===== src/rtl/uart_frame_parser.sv =====
// uart_frame_parser: turns the UART receiver's byte stream into framed packets of the
// form HEAD0 HEAD1 LEN PAYLOAD[LEN] SUM. The payload goes into a byte buffer that the
// control logic can read, and the block pulses either frame_done or a typed frame_err.
module uart_frame_parser #(
    parameter logic [7:0] HEAD0       = 8'hEB,
    parameter logic [7:0] HEAD1       = 8'h90,
    parameter int         MAX_LEN     = 16,
    parameter int         ADDR_W      = 4,
    parameter int         TIMEOUT_CYC = 50000
) (
    input  logic              clk,
    input  logic              rst_n,
    input  logic [7:0]        rx_data,
    input  logic              rx_valid,
    input  logic              rx_check,
    input  logic              rx_stop,
    input  logic [ADDR_W-1:0] rd_addr,
    output logic [7:0]        rd_data,
    output logic [7:0]        frame_len,
    output logic              frame_done,
    output logic              frame_err,
    output logic [2:0]        err_code,
    output logic              busy
);

    typedef enum logic [2:0] {
        S_IDLE  = 3'd0,
        S_HEAD1 = 3'd1,
        S_LEN   = 3'd2,
        S_DATA  = 3'd3,
        S_SUM   = 3'd4
    } state_t;

    localparam logic [2:0]  ERR_LINE  = 3'd1;
    localparam logic [2:0]  ERR_LEN   = 3'd2;
    localparam logic [2:0]  ERR_SUM   = 3'd3;
    localparam logic [2:0]  ERR_TMO   = 3'd4;
    localparam logic [8:0]  MAX_LEN_9 = 9'(MAX_LEN);
    localparam logic [15:0] TMO_LAST  = 16'(TIMEOUT_CYC - 1);

    state_t              state_q;
    logic [7:0]          len_q;
    logic [7:0]          sum_q;
    logic [ADDR_W-1:0]   idx_q;
    logic [15:0]         tmo_q;
    logic [7:0]          frame_len_q;
    logic                done_q;
    logic                err_q;
    logic [2:0]          code_q;
    logic [7:0]          rd_data_q;
    logic [7:0]          mem [2**ADDR_W];

    logic                line_err;
    logic                wr_en;

    assign line_err = rx_check | rx_stop;
    // A payload byte is stored only when it is not going to abort the frame.
    assign wr_en    = rx_valid && (state_q == S_DATA) && !line_err;

    // Frame parser: header hunt, length check, payload accumulation, checksum and timeout.
    always_ff @(posedge clk or negedge rst_n) begin
        if (!rst_n) begin
            state_q     <= S_IDLE;
            len_q       <= '0;
            sum_q       <= '0;
            idx_q       <= '0;
            tmo_q       <= '0;
            frame_len_q <= '0;
            done_q      <= 1'b0;
            err_q       <= 1'b0;
            code_q      <= '0;
        end else begin
            done_q <= 1'b0;
            err_q  <= 1'b0;

            // Inter-byte silence counter; any byte restarts it, idle holds it at zero.
            if (state_q == S_IDLE || rx_valid) begin
                tmo_q <= '0;
            end else begin
                tmo_q <= tmo_q + 16'd1;
            end

            if (rx_valid) begin
                case (state_q)
                    S_IDLE: begin
                        if (!line_err && rx_data == HEAD0) state_q <= S_HEAD1;
                    end
                    S_HEAD1: begin
                        if (line_err)               state_q <= S_IDLE;
                        else if (rx_data == HEAD1)  state_q <= S_LEN;
                        else if (rx_data == HEAD0)  state_q <= S_HEAD1;
                        else                        state_q <= S_IDLE;
                    end
                    S_LEN: begin
                        if (line_err) begin
                            state_q <= S_IDLE;
                            err_q   <= 1'b1;
                            code_q  <= ERR_LINE;
                        end else if (rx_data == 8'd0 || {1'b0, rx_data} > MAX_LEN_9) begin
                            state_q <= S_IDLE;
                            err_q   <= 1'b1;
                            code_q  <= ERR_LEN;
                        end else begin
                            len_q   <= rx_data;
                            sum_q   <= rx_data;
                            idx_q   <= '0;
                            state_q <= S_DATA;
                        end
                    end
                    S_DATA: begin
                        if (line_err) begin
                            state_q <= S_IDLE;
                            err_q   <= 1'b1;
                            code_q  <= ERR_LINE;
                        end else begin
                            sum_q <= sum_q + rx_data;
                            idx_q <= idx_q + ADDR_W'(1);
                            if (8'(idx_q) == len_q - 8'd1) state_q <= S_SUM;
                        end
                    end
                    S_SUM: begin
                        state_q <= S_IDLE;
                        if (line_err) begin
                            err_q  <= 1'b1;
                            code_q <= ERR_LINE;
                        end else if (rx_data == sum_q) begin
                            done_q      <= 1'b1;
                            frame_len_q <= len_q;
                        end else begin
                            err_q  <= 1'b1;
                            code_q <= ERR_SUM;
                        end
                    end
                    default: state_q <= S_IDLE;
                endcase
            end else if (state_q != S_IDLE && tmo_q == TMO_LAST) begin
                state_q <= S_IDLE;
                err_q   <= 1'b1;
                code_q  <= ERR_TMO;
            end
        end
    end

    // Payload buffer write port; contents are deliberately left out of reset.
    always_ff @(posedge clk) begin
        if (wr_en) mem[idx_q] <= rx_data;
    end

    // Registered read port; a same-cycle write to rd_addr returns the previous byte.
    always_ff @(posedge clk or negedge rst_n) begin
        if (!rst_n) rd_data_q <= '0;
        else        rd_data_q <= mem[rd_addr];
    end

    assign rd_data    = rd_data_q;
    assign frame_len  = frame_len_q;
    assign frame_done = done_q;
    assign frame_err  = err_q;
    assign err_code   = code_q;
    assign busy       = (state_q != S_IDLE);

endmodule


===== config.mk =====
export PLATFORM = sky130hd
export DESIGN_NAME = uart_frame_parser
export DESIGN_NICKNAME = d
export VERILOG_FILES = /design/src/rtl/uart_frame_parser.sv
export SDC_FILE = /design/constraint.sdc
export NUM_CORES = 1
export LEC_CHECK = 0
export BUFFER_PORTS_ARGS = -buffer_cell sky130_fd_sc_hd__clkbuf_2
export CORE_ASPECT_RATIO = 0.9
export CORE_UTILIZATION = 60
export DETAILED_ROUTE_END_ITERATION = 6
export PLACE_DENSITY = 0.78
export SETUP_SLACK_MARGIN = 0.3
export SLEW_MARGIN = 0
export SYNTH_ARGS = -nofsm -noshare
export SYNTH_HDL_FRONTEND = slang
export SYNTH_SLANG_ARGS = --single-unit

===== constraint.sdc =====
create_clock -name clk -period 2.76 [get_ports clk]
set_input_delay 0.276 -clock clk [delete_from_list [all_inputs] [get_ports clk]]
set_output_delay 0.276 -clock clk [all_outputs]
set_load 0.01 [all_outputs]

==> results_dict.tcl <==
set metrics [dict create \
    antenna_found_initial 0 \
    avgSynthCellArea_um2 15.96 \
    hp-class "in -> reg" \
    finalWorstSetupSlack_ns 0.5646 \
    cp.required_ns 3.06 \
    clockRootBuffer "clkbuf_16" \
    drt-total-wl_mm 16.06 \
    clock-sinks 188 \
    slowest_stage "nor2_2" \
    fin_hold_ws_ns 0.1488 \
    rows 39 \
    met3_length_um 811 \
    hpwl_mm 10.81 \
    avgRoutedWirePerCell_um 21.74 \
    fp.dieH_um 111.8 \
    startpoint_type "register" \
    grt_overflow 0 \
    finalSetupViolCount 0 \
    crit_type "reg -> reg" \
    clkTransAtPathRegs_ns 0.07 \
    pre_cts_slack_ns 0.4666 \
    end_kind "register" \
    ys_types 54 \
    fin_crit_sh_pct 79.54 \
    vias_per_cell 6.179 \
    crit_fanout 9 \
    nets 593 \
    area_delta_synth_final_pct 13.35 \
    synth_warnings 0 \
    synth-compound-area-share_pct 4.760 \
    multiInputGateArea_um2 2562 \
    p_per_area_nw_per_um2 641.9 \
    clk_latency_ns 0.43 \
    routed-via-count 4566 \
    synth_xor_area_share_pct 2.287 \
    hold_viol 0 \
    ys_top_cells_by_area "edfxtp_1, dfrtp_1, mux4_2, ha_1, and2_1" \
    core_region_area_um2 12880 \
    routed.top_layer "met4" \
    ys_seq_elements 188 \
    grt_pass1_wl_mm 25.25 \
    grt_usage_pct 25.56 \
    ios 39 \
    drc_errors 0 \
    slew_violations 0 \
    cts_buffers 17 \
    yosys.area.top_type "edfxtp_1" \
    htree_levels 4 \
    synth_top_family_by_area "multiplexers" \
    leakagePower_nw 3.391 \
    drive_above_1_share_pct 23.83 \
    setup_tns_ns 0 \
    finalPower_mw 5.852 \
    postRouteAntennaNets 0 \
    rsz0062_at_grt "false" \
    cts-resized-gates 0 \
    cts_tree "built" \
    cpPeakStageDelay_ns 0.44 \
    diodes 0 \
    status "finished, final reports clean" \
    synthMuxAreaShare_pct 13.47 \
    ys.flop_type "edfxtp_1" \
    synth_edf_count 128 \
    ys_async_sr_fraction_pct 31.91 \
    timing.slew.headroom_pct 49.26 \
    worst_pin_slew_ns 0.7611 \
    drv_cap 0 \
    cp.arrival_ns 2.50 \
    wl_met2_mm 8.081 \
    post-route-util_pct 70.77 \
    place.gp.congestion 0.8589 \
    cts_setup_buffers 0 \
    synthCells 504 \
    regArea_um2 5345 \
    first_iter_violations 453 \
    firstDrtPassIters 5 \
    cts_buffer_depth 2 \
    yosysTopAreaCellShare_pct 47.79 \
    vdd_drop_max_v 0.0006233 \
    grt_max_degree 33 \
    wl_met1_mm 6.676 \
    critical-path-top-delay-family "simple AND/OR/NAND/NOR gates" \
    syn_area_um2 8043 \
    finalClockSkew_ns 0.01078 \
    synthAdderAreaFrac_pct 2.271 \
    fillerInstances 809 \
    synth-seq-area-share_pct 66.46 \
    initial_utilization_pct 62.43 \
    dieArea_um2 13870 \
    period_needed_ns 2.195 \
    critPathBufInv 0 \
    grt_pass1_vias 4610 \
    port_buffers 38 \
    max_freq_mhz 455.5 \
    dieWidth_um 124.0 \
    synthSimpleGateAreaFrac_pct 9.070 \
    crit_chain "ha_1 -> nor4_1 -> nand4_1 -> nor2_2 -> mux2_1" \
    syn-num-nets 535 \
]
==> metrics by stage <==
stage	cells	cell area, um2
5_1_grt	739	9116
6_report	739	9116
3_5_place_dp	706	8523
4_1_cts	739	9116
3_3_place_gp	706	8523
2_1_floorplan	504	8043
==> final cells by class <==
| cell class | instances | area share (%) |
|---|---|---|
| Inverter | 16 | 0.6588 |
| Clock inverter | 12 | 1.496 |
| Clock buffer | 20 | 4.900 |
| Multi-Input combinational cell | 282 | 28.11 |
| Timing Repair Buffer | 57 | 3.953 |
| Sequential cell | 188 | 58.63 |
| Tap cell | 164 | 2.251 |
==> layout by cell type (no fill, tap or decap), drive strengths merged, types with 18 or more instances in the layout <==
master / count
nor2: 29
inv: 21
clkbuf: 58
buf: 18
edfxtp: 128
and2: 20
o21ai: 19
mux4: 40
nand2: 22
dfrtp: 60
==> what timing repair did <==
item | in CTS | in global routing
hold endpoints to repair | 27 | 0
hold buffers | 1 | 0
endpoints found under the setup margin | 0 | 0
==> worst paths after layout <==
kind	end	depth (start not counted)	slack, ns	startpoint
max in group asynchronous	sum_q[2]	3	1.53	rst_n
min in group asynchronous	rd_data[3]	2	0.45	rst_n
worst max register to register	frame_len[6]	5	0.56	sum_q[3]
worst min-delay path	err_code[0]	3	0.15	rx_valid
worst min register to register	frame_len[1]	1	0.48	frame_len[1]
worst max-delay path	frame_len[6]	5	0.56	sum_q[3]
==> cell families (layout without fill, tap and decap cells) <==
group           count (synthesis)  count (layout)
xor+xnor                       21              21
flops                         188             188
buf+inv                        34             105
simple gates                  134             134
compound gates                 58              58
fa+ha+maj                      14              14
mux                            55              55
==> layer usage <==
layer,GRT usage [%],vias to the layer above
met5,0,-
met4,11.51,0
met3,5.482,31
met2,40.70,157
met1,33.87,2328
li1,-,2050
==> cells in the mapped netlist, types with 3 or more instances <==
cell type,number
buf_2,6
nand3_1,11
o21ai_0,9
nand4_1,6
o21a_1,3
nor3_1,14
a211oi_1,3
and3_1,5
clkbuf_1,6
o31ai_1,3
a21oi_1,14
o21ai_1,10
xnor2_1,8
and2_1,20
or3_1,4
ha_1,13
xor2_1,13
nor2_1,27
dfrtp_1,60
nor3b_1,3
nor2b_1,5
nand2_1,22
a31oi_1,3
mux2_1,10
buf_1,6
inv_1,16
edfxtp_1,128
mux2_4,4
mux4_2,40
a21o_1,3
==> power by group <==
part           switching (mW)  internal, mW
Clock                    1.03          1.37
Sequential             0.0402          3.05
Combinational           0.214         0.153
==> worst reg2reg max path: cells and delay by family, from the launching register on <==
family / cells / cell delay [ns]
adder cells (fa/ha/maj): 1 / 0.33
flip-flops: 1 / 0.38
multiplexers: 1 / 0.37
AND/OR/NAND/NOR: 3 / 0.99
==> sequential cells by signal (all words and copies together) (netlist names) <==
name        count
state_q         3
tmo_q          16
frame_done      1
idx_q           4
mem           128
frame_len       8
rd_data         8
frame_err       1
sum_q           8
err_code        3
len_q           8
(Power assumes the default switching activity.)
